`src/rtl/uart_rx_int_ctrl_if.sv`:
```
// CPU-side and serial-line signals of the UART receiver. The receiver
// connects to the slave modport; the CPU/bench connects to the master modport.
interface uart_rx_int_ctrl_if #(
  parameter int FIFO_DEPTH = 4
);
  localparam int CW = $clog2(FIFO_DEPTH) + 1;

  logic          uart_in;
  logic          rd_en;
  logic          clr_err;
  logic [7:0]    rd_data;
  logic [CW-1:0] fifo_cnt;
  logic          int0;
  logic          ovr_err;
  logic          frm_err;

  modport slave (
    input  uart_in, rd_en, clr_err,
    output rd_data, fifo_cnt, int0, ovr_err, frm_err
  );

  modport master (
    output uart_in, rd_en, clr_err,
    input  rd_data, fifo_cnt, int0, ovr_err, frm_err
  );
endinterface

```
`src/rtl/uart_rx_int_ctrl.sv`:
```
// 8N1 UART receiver with a show-ahead receive FIFO, sticky error flags and a
// level interrupt for the CPU.
module uart_rx_int_ctrl #(
  parameter int CLKS_PER_BIT = 16,
  parameter int FIFO_DEPTH   = 4
) (
  input  logic              clk,
  input  logic              rst,
  uart_rx_int_ctrl_if.slave bus
);
  localparam int BW = $clog2(CLKS_PER_BIT);
  localparam int AW = $clog2(FIFO_DEPTH);
  localparam int CW = AW + 1;
  localparam logic [BW-1:0] HALF_M1 = BW'(CLKS_PER_BIT/2 - 1);
  localparam logic [BW-1:0] FULL_M1 = BW'(CLKS_PER_BIT - 1);

  typedef enum logic [2:0] {
    S_IDLE, S_START, S_DATA, S_STOP, S_WAIT_HIGH
  } state_t;

  logic [1:0]    sync_q;
  logic          sin_prev_q;
  logic          sin;

  state_t        state_q, state_d;
  logic [BW-1:0] bcnt_q, bcnt_d;
  logic [2:0]    nbit_q, nbit_d;
  logic [7:0]    sh_q, sh_d;
  logic          push, frm_set;

  logic [7:0]    mem_q [FIFO_DEPTH];
  logic [AW-1:0] wr_ptr_q, wr_ptr_d, rd_ptr_q, rd_ptr_d;
  logic [CW-1:0] fcnt_q, fcnt_d;
  logic [7:0]    rd_data_q, rd_data_d;
  logic          ovr_q, ovr_d, frm_q, frm_d, int0_q, int0_d;
  logic          full, pop, wr_en, ovr_set;

  assign sin = sync_q[1];

  // Synchronizer idles high so a reset never looks like a start edge by itself.
  always_ff @(posedge clk or negedge rst) begin
    if (!rst) begin
      sync_q     <= 2'b11;
      sin_prev_q <= 1'b1;
    end else begin
      sync_q     <= {sync_q[0], bus.uart_in};
      sin_prev_q <= sin;
    end
  end

  always_ff @(posedge clk or negedge rst) begin
    if (!rst) begin
      state_q <= S_IDLE;
      bcnt_q  <= '0;
      nbit_q  <= '0;
      sh_q    <= '0;
    end else begin
      state_q <= state_d;
      bcnt_q  <= bcnt_d;
      nbit_q  <= nbit_d;
      sh_q    <= sh_d;
    end
  end

  always_comb begin
    state_d = state_q;
    bcnt_d  = bcnt_q + 1'b1;
    nbit_d  = nbit_q;
    sh_d    = sh_q;
    push    = 1'b0;
    frm_set = 1'b0;
    case (state_q)
      S_IDLE: begin
        bcnt_d = '0;
        nbit_d = '0;
        if (sin_prev_q && !sin) state_d = S_START;
      end
      S_START: begin
        if (bcnt_q == HALF_M1) begin
          bcnt_d  = '0;
          state_d = sin ? S_IDLE : S_DATA;
        end
      end
      S_DATA: begin
        if (bcnt_q == FULL_M1) begin
          bcnt_d = '0;
          sh_d   = {sin, sh_q[7:1]};
          nbit_d = nbit_q + 1'b1;
          if (nbit_q == 3'd7) state_d = S_STOP;
        end
      end
      S_STOP: begin
        if (bcnt_q == FULL_M1) begin
          bcnt_d = '0;
          if (sin) begin
            push    = 1'b1;
            state_d = S_IDLE;
          end else begin
            frm_set = 1'b1;
            state_d = S_WAIT_HIGH;
          end
        end
      end
      S_WAIT_HIGH: begin
        // A held-low line (break) parks here so it flags only once.
        bcnt_d = '0;
        if (sin) state_d = S_IDLE;
      end
      default: state_d = S_IDLE;
    endcase
  end

  always_comb begin
    full     = (fcnt_q == CW'(FIFO_DEPTH));
    pop      = bus.rd_en && (fcnt_q != '0);
    wr_en    = push && (!full || pop);
    ovr_set  = push && full && !pop;
    wr_ptr_d = wr_en ? wr_ptr_q + 1'b1 : wr_ptr_q;
    rd_ptr_d = pop   ? rd_ptr_q + 1'b1 : rd_ptr_q;
    fcnt_d   = fcnt_q;
    case ({wr_en, pop})
      2'b10:   fcnt_d = fcnt_q + 1'b1;
      2'b01:   fcnt_d = fcnt_q - 1'b1;
      default: fcnt_d = fcnt_q;
    endcase
    // Next head is the incoming byte when it lands in the slot the read pointer moves to.
    rd_data_d = rd_data_q;
    if (fcnt_d != '0)
      rd_data_d = (wr_en && (wr_ptr_q == rd_ptr_d)) ? sh_q : mem_q[rd_ptr_d];
    ovr_d  = (ovr_q & ~bus.clr_err) | ovr_set;
    frm_d  = (frm_q & ~bus.clr_err) | frm_set;
    int0_d = (fcnt_q != '0) | ovr_q | frm_q;
  end

  always_ff @(posedge clk) begin
    if (wr_en) mem_q[wr_ptr_q] <= sh_q;
  end

  always_ff @(posedge clk or negedge rst) begin
    if (!rst) begin
      wr_ptr_q  <= '0;
      rd_ptr_q  <= '0;
      fcnt_q    <= '0;
      rd_data_q <= 8'h00;
      ovr_q     <= 1'b0;
      frm_q     <= 1'b0;
      int0_q    <= 1'b0;
    end else begin
      wr_ptr_q  <= wr_ptr_d;
      rd_ptr_q  <= rd_ptr_d;
      fcnt_q    <= fcnt_d;
      rd_data_q <= rd_data_d;
      ovr_q     <= ovr_d;
      frm_q     <= frm_d;
      int0_q    <= int0_d;
    end
  end

  assign bus.rd_data  = rd_data_q;
  assign bus.fifo_cnt = fcnt_q;
  assign bus.int0     = int0_q;
  assign bus.ovr_err  = ovr_q;
  assign bus.frm_err  = frm_q;
endmodule

```
`src/flat_wrapper.sv`:
```
// flat-port wrapper written by rule: the top's interface ports become plain ports
module uart_rx_int_ctrl_flat 
#(
  parameter int CLKS_PER_BIT = 16,
  parameter int FIFO_DEPTH   = 4
)
  (clk, rst, bus_uart_in, bus_rd_en, bus_clr_err, bus_rd_data, bus_fifo_cnt, bus_int0, bus_ovr_err, bus_frm_err);
  uart_rx_int_ctrl_if #(.FIFO_DEPTH(FIFO_DEPTH)) bus_i ();
  input  logic clk;
  input  logic rst;
  input wire logic [$bits(bus_i.uart_in)-1:0] bus_uart_in;
  input wire logic [$bits(bus_i.rd_en)-1:0] bus_rd_en;
  input wire logic [$bits(bus_i.clr_err)-1:0] bus_clr_err;
  output wire logic [$bits(bus_i.rd_data)-1:0] bus_rd_data;
  output wire logic [$bits(bus_i.fifo_cnt)-1:0] bus_fifo_cnt;
  output wire logic [$bits(bus_i.int0)-1:0] bus_int0;
  output wire logic [$bits(bus_i.ovr_err)-1:0] bus_ovr_err;
  output wire logic [$bits(bus_i.frm_err)-1:0] bus_frm_err;
  assign bus_i.uart_in = bus_uart_in;
  assign bus_i.rd_en = bus_rd_en;
  assign bus_i.clr_err = bus_clr_err;
  assign bus_rd_data = bus_i.rd_data;
  assign bus_fifo_cnt = bus_i.fifo_cnt;
  assign bus_int0 = bus_i.int0;
  assign bus_ovr_err = bus_i.ovr_err;
  assign bus_frm_err = bus_i.frm_err;
  uart_rx_int_ctrl #(.CLKS_PER_BIT(CLKS_PER_BIT), .FIFO_DEPTH(FIFO_DEPTH)) u_core (.clk(clk), .rst(rst), .bus(bus_i));
endmodule
```
`config.mk`:
```
export PLATFORM = sky130hd
export DESIGN_NAME = uart_rx_int_ctrl_flat
export DESIGN_NICKNAME = d
export VERILOG_FILES = /design/src/rtl/uart_rx_int_ctrl_if.sv /design/src/rtl/uart_rx_int_ctrl.sv /design/src/flat_wrapper.sv
export SDC_FILE = /design/constraint.sdc
export NUM_CORES = 1
export LEC_CHECK = 0
export CORE_MARGIN = 2
export CORE_UTILIZATION = 47
export CTS_BUF_LIST = sky130_fd_sc_hd__clkbuf_4
export DETAILED_ROUTE_END_ITERATION = 16
export PLACE_DENSITY_LB_ADDON = 0.05
export SLEW_MARGIN = 20
export SYNTH_ARGS = -nofsm -noshare
export SYNTH_HDL_FRONTEND = slang
export SYNTH_SLANG_ARGS = --single-unit
export TNS_END_PERCENT = 20
```
`constraint.sdc`:
```
create_clock -name clk -period 5.6 [get_ports clk]
set_clock_uncertainty 0.2 [all_clocks]
set_input_delay 1.4 -clock clk [delete_from_list [all_inputs] [get_ports clk]]
set_output_delay 1.4 -clock clk [all_outputs]
set_load 0.01 [all_outputs]
```
==> impl_results.md, run 1 <==
- Status: finished clean
- Root buffer cell: clkbuf_4
- Setup repair bufs after CTS: 0
- Hold Buf Count CTS: 0
- DIE AREA: 8319 um^2
- RSZ-0062 raised after global routing: no
- H-tree depth: 3
- GPL Wtd Cong: between 0.7 and 0.8
- Prevailing post-synth register cell: dfrtp_1
- Post-detailed-route wirelength per cell: 16.01 um
- Final Net Count: 351
- Ys async rst share: 54.93%
- Endpoints failing setup: 0
- Initial Utilization: 49.02%
- Finished Layout Cells: 442
- Post-synth top area share: 26.88%
- Layout fillers: 680
- Antenna-violating nets left: 0
- Placed Area: 3766 um^2
- CP max FO: 16
- Top post-synthesis cells by area: edfxtp_1 (27%), dfrtp_1 (25%), nand3_1 (5.2%), nand2_1 (3.9%), mux2i_1 (2.8%)
- Total number of vias: 2481
- Vias/cell: around 5.6
- Normalized max-slew margin: 35.51%
- Critical path class: in2reg
- Commonest cells post-synth: nand2_1 (37), nand3_1 (37), dfrtp_1 (36)
- Setup tns final: 0 ns
- Gr usage total: 18.49%
- Fin crit period: 4.022 ns
- Total wire length: 7078 um
- Antenna cell count: 0
- Reg area: 1941 um^2
- Hpwl dp: 4667 um
- Reg clk slew, reported paths: 0.12 ns
- Worst EP arrival: 4.16 ns
- CTS buffer count: 9
- FP Rows: 31
- Post-synth EDFFs: 32
- Layout Area Growth over Synthesis: 11.38%
- Worst Max-Slew Pin Slew: 0.9674 ns
- Max cap viols: 0
- Drt drc: 0
- Crit path required time: approximately 5.7 ns
- Syn_area_per_cell: 10.83 um^2
- Vias in the first global route: 2318
- Worst setup SP type: input port
- Multi-input logic area: between 1000 and 1500 um^2
- Port Buffers: 18
- Clock sink total: 71
- Proportion of layout cells with a drive suffix above 1: 8.746%
- Die Y: 91.21 um
- # IOs: 19
- Initial DRT Pass Iterations: 4
- Max Buffers Root-to-Sink: 2
- Post-synthesis cell type count: 51
- Syn Nets: approximately 340
- Finished Cell Area: approximately 4000 um^2
- Hold Path Class: reg2reg
- Post-Syn Instances: 330
- Max-slew violations: 0
- Post-CTS Resized: 0
- YS warnings: 0
- Critical path capture point type: flip-flop
- Placed Instances: 426
- Power Dens Cells: 509.5 nW/um^2
- Core ar.: 7292 um^2
- Period Utilization, post-route: between 70% and 80%
- Largest net degree at the start of global routing: 40
- Max VDD drop: 0.0002064 V
- Sequential element share of the synthesized area: 54.29%
- Initial DRC Count: 140
- Cell taking the most area after synthesis: edfxtp_1
- First-pass GRT wire length: ~12000 um
- Gr ovfl total: 0
- Leakage: 1.546 nW
- CTS tree: yes
- Post-Syn Area: 3575 um^2
- Achievable Freq: between 200 and 250 MHz
- Synth Register Bits: 71
- Final hold vios: 0
- Worst skew pair latency: roughly 0.41 ns
- Initial antenna violation count: 0
- Die X: approximately 91 um
per-layer routing:
layer	part of all wire (%)	track usage, %	wire [um]	up-vias
li1	-	-	-	1224
met1	47	27.28	3321	1175
met2	45	26.54	3153	74
met3	7.2	4.149	513	8
met4	1.3	7.197	89	0
met5	0	0	0	-
cells in the final DEF, fill, tap and decap left out, drive strengths merged, types with 2 or more instances in the layout:
cell type	synthesis	routed
nand3b	10	10
nand4b	8	8
a21oi	6	6
nand3	37	37
buf	15	4
inv	10	11
and3	4	4
clkdlybuf4s50	0	17
a21boi	8	8
or3	11	11
a31oi	8	8
edfxtp	32	32
nor3	2	2
ha	7	7
dfstp	3	3
o22ai	11	11
dfrtp	36	36
bufinv	0	4
a22o	2	2
nor3b	8	8
nand2	37	37
xor2	3	3
o21ai	4	4
mux2i	10	10
nand4	2	2
xnor2	7	7
nor2b	2	2
clkbuf	9	11
nor4	2	2
nor2	18	18
stage by stage:
step	hold WS, ns	power [W]	setup WS [ns]	util [%]
4_1_cts	0.1679	0.002040	1.359	54.55
5_1_grt	0.1742	0.002170	1.433	54.60
6_report	0.1653	0.002028	1.578	54.60
2_1_floorplan	0.1452	0.001364	1.983	-
3_5_place_dp	0.1498	0.001570	0.9022	51.65
3_3_place_gp	0.1453	0.001557	0.9863	51.65
area by class of cell:
type,count,share of cell area (%)
Sequential cell,71,48.74
Multi-Input combinational cell,225,36.93
Timing Repair Buffer,21,4.965
Clock inverter,5,3.237
Tap cell,99,3.111
Clock buffer,11,2.074
Inverter,10,0.9428
where the power goes:
| part | leakage [nW] | internal [W] | switching, W |
|---|---|---|---|
| Clock | 0.112 | 0.000283 | 0.000185 |
| Sequential | 0.768 | 0.000654 | 0.000152 |
| Combinational | 0.667 | 0.000360 | 0.000395 |
critical path, cell delays in order:
cell and delay (ns):
clkdlybuf4s50_1 0.67, nand2_1 0.25, nor2_1 0.07, fa_1 0.46
xor2_1 0.18, a41o_1 0.26, mux2i_2 0.58, nor2_1 0.10
a31oi_1 0.17
sequential cells by signal, indices dropped and copies added (netlist names), 3 cells and up:
register and count:
u_core.bcnt_q 4, u_core.nbit_q 3, u_core.bus.rd_data 8, u_core.mem_q 32, u_core.bus.fifo_cnt 3, u_core.sh_q 8
u_core.state_q 3
cell families after synthesis:
logic type,share of synthesized area [%]
compound gates,11.24
fa+ha+maj,3.010
xor+xnor,2.450
buf+inv,4.690
simple gates,21.53
mux,2.800
flops,54.29
path summary, 6_finish.rpt:
path                                            startpoint                           endpoint  slack, ns  depth (start not counted)
worst max-delay path                             bus_rd_en  u_core.bus.rd_data[4]$_DFFE_PN0P_       1.58                          9
worst min-delay path            u_core.sync_q[0]$_DFF_PN1_         u_core.sync_q[1]$_DFF_PN1_       0.17                          0
worst max register to register  u_core.bcnt_q[0]$_DFF_PN0_  u_core.bus.rd_data[4]$_DFFE_PN0P_       2.09                         11
worst min register to register  u_core.sync_q[0]$_DFF_PN1_         u_core.sync_q[1]$_DFF_PN1_       0.17                          0
max in group asynchronous                              rst       u_core.nbit_q[0]$_DFFE_PN0P_       3.74                          1
min in group asynchronous                              rst  u_core.bus.rd_data[5]$_DFFE_PN0P_       0.88                          1
Power figures use the tool's default switching activity.
==> run 2, diff against run 1 <==
==> constraint.sdc (replaced) <==
create_clock -name clk -period 3.7 [get_ports clk]
set_clock_uncertainty 0.2 [all_clocks]
set_input_delay 0.925 -clock clk [delete_from_list [all_inputs] [get_ports clk]]
set_output_delay 0.925 -clock clk [all_outputs]
set_load 0.01 [all_outputs]
==> run 2 against run 1 <==
  * Combinational power increased by 62%
  * Total power rose by 39%
  * Utilization down 0.51 points
  * Setup slack worse by 1.1 ns
==> impl_results.md, run 2 (synthesis results as in run 1) <==
- Post-detailed-route wirelength per cell: 16.15 um
- Critical path class: reg2reg
- H-tree depth: 3
- Vias in the first global route: 2454
- Worst Max-Slew Pin Slew: 0.9279 ns
- Layout Area Growth over Synthesis: 10.33%
- Overall power: approximately 0.0028 W
- Achievable Freq: 311.1 MHz
- Worst EP arrival: 3.36 ns
- Die Y: 91.21 um
- Antenna cell count: 0
- # IOs: 19
- Worst setup SP type: flip-flop
- Initial DRC Count: around 180
- CP max-delay cell: fa_1
- Biggest register: u_core.mem_q
- Max Buffers Root-to-Sink: 2
- Max incr delay on CP: ~0.56 ns
- Critical path capture point type: flip-flop
- Crit path required time: 3.84 ns
- Endpoints failing setup: 0
- Reg area: 1942 um^2
- Setup tns final: 0 ns
- Root buffer cell: clkbuf_4
- Normalized max-slew margin: 38.14%
- Max-slew violations: 0
- CTS buffer count: 9
- Drt drc: 0
- Reg clk slew, reported paths: 0.11 ns
- CP max FO: 16
- FP Rows: 31
- Fin crit period: 3.214 ns
- Worst path most repeated cell: nor2_1
- Hold Buf Count CTS: 0
- First-pass GRT wire length: 12310 um
- Hold Path Class: reg2reg
- Largest net degree at the start of global routing: 41
- Die X: 91.21 um
- Max reg flops: 32
- Commonest cells after routing, fill and taps aside: nand2_1 (37), nand3_1 (37), dfrtp_1 (35)
- Vias/cell: 5.669
- R2r setup slk: roughly 0.49 ns
- Post-CTS Resized: 0
- Power Dens Cells: 716.0 nW/um^2
- Gr ovfl total: 0
- Initial antenna violation count: 0
- Initial DRT Pass Iterations: 4
- Setup repair bufs after CTS: 0
- Crit-path cells: ha_1, nand4_1, or2_2, nand2_1, nor2_1, fa_1, inv_1, a41o_1, mux2i_2, nor2_1, a31oi_1
- Gr usage total: 18.91%
- Initial Utilization: 49.02%
- Layout fillers: ~680
- Core ar.: 7292 um^2
- Total wire length: 7268 um
- Worst hold slack: 0.1630 ns
- Period Utilization, post-route: slightly below 90%
- Worst skew pair latency: 0.42 ns
- Multi-input logic area: 1470 um^2
- GPL Wtd Cong: between 0.7 and 0.8
- Total number of vias: ~2.6k
- Proportion of layout cells with a drive suffix above 1: 10.83%
- Hpwl dp: around 5000 um
- Leakage: ~1.5 nW
- Clock sink total: 71
- Final Net Count: ~360
- Status: finished clean
- Port Buffers: 18
- DIE AREA: 8319 um^2
- Antenna-violating nets left: 0
- Final hold vios: 0
- Max cap viols: 0
- Max VDD drop: 0.0002912 V
- CTS tree: yes
- RSZ-0062 raised after global routing: no
run 2: cell types whose count changed in the layout (fill, tap and decap cells not counted), moves of 2 or more:
cell and change:
buf_4 +8, bufinv_16 -4, clkinv_2 +2, clkinvlp_4 +2
run 2: where the power goes:
| part | switching, W | internal, W | leakage, nW |
|---|---|---|---|
| registers | 0.000192 | 0.000992 | 0.767 |
| logic | 0.000645 | 0.000576 | 0.704 |
| clock network | 0.000276 | 0.000142 | 0.0598 |
| total | 0.00111 | 0.00171 | 1.53 |
run 2: cell type report:
cell class / instances / share of cell area (%)
clock buffers: 10 / 1.904
clock inverters: 6 / 0.9518
inverters: 10 / 0.9518
multi-input cells: 225 / 37.28
flip-flops and latches: 71 / 49.24
well taps: 99 / 3.141
repair buffers: 29 / 6.536
run 2: worst paths after layout:
| check | from | to | cells past startpoint |
|---|---|---|---|
| max | u_core.bcnt_q[0]$_DFF_PN0_ | u_core.bus.rd_data[6]$_DFFE_PN0P_ | 11 |
| min | u_core.sync_q[0]$_DFF_PN1_ | u_core.sync_q[1]$_DFF_PN1_ | 0 |
| max reg2reg | u_core.bcnt_q[0]$_DFF_PN0_ | u_core.bus.rd_data[6]$_DFFE_PN0P_ | 11 |
| min reg2reg | u_core.sync_q[0]$_DFF_PN1_ | u_core.sync_q[1]$_DFF_PN1_ | 0 |
| max in group asynchronous | rst | u_core.rd_ptr_q[0]$_DFF_PN0_ | 1 |
| min in group asynchronous | rst | u_core.bus.rd_data[4]$_DFFE_PN0P_ | 1 |
run 2: critical path, delay by kind of cell (launching register included):
kind                       cells  cell delay, ns
adders and majority gates      2            0.79
AOI/OAI and AO/OA              2            0.40
and+or+nand+nor                5            0.74
DFF                            1            0.39
muxes                          1            0.55
buffers and inverters          1            0.07
run 2: through the flow:
stage          worst slack, ns  area, um^2  util, %  instances
4_1_cts                 0.2369        3939    54.02        450
2_1_floorplan           0.4770        3575        -        330
3_5_place_dp          0.002915        3826    52.47        434
3_3_place_gp           0.07654        3826    52.47        434
6_report                0.4855        3944    54.08        450
5_1_grt                 0.1277        3944    54.08        450
run 2: routing by layer:
metal  GRT usage [%]  routed length (um)  vias to the layer above
li1                -                   -                     1243
met1           26.73                3605                     1232
met2           27.78                3198                       67
met3           3.900                 334                        9
met4           9.217                 130                        0
met5               0                   0                        -
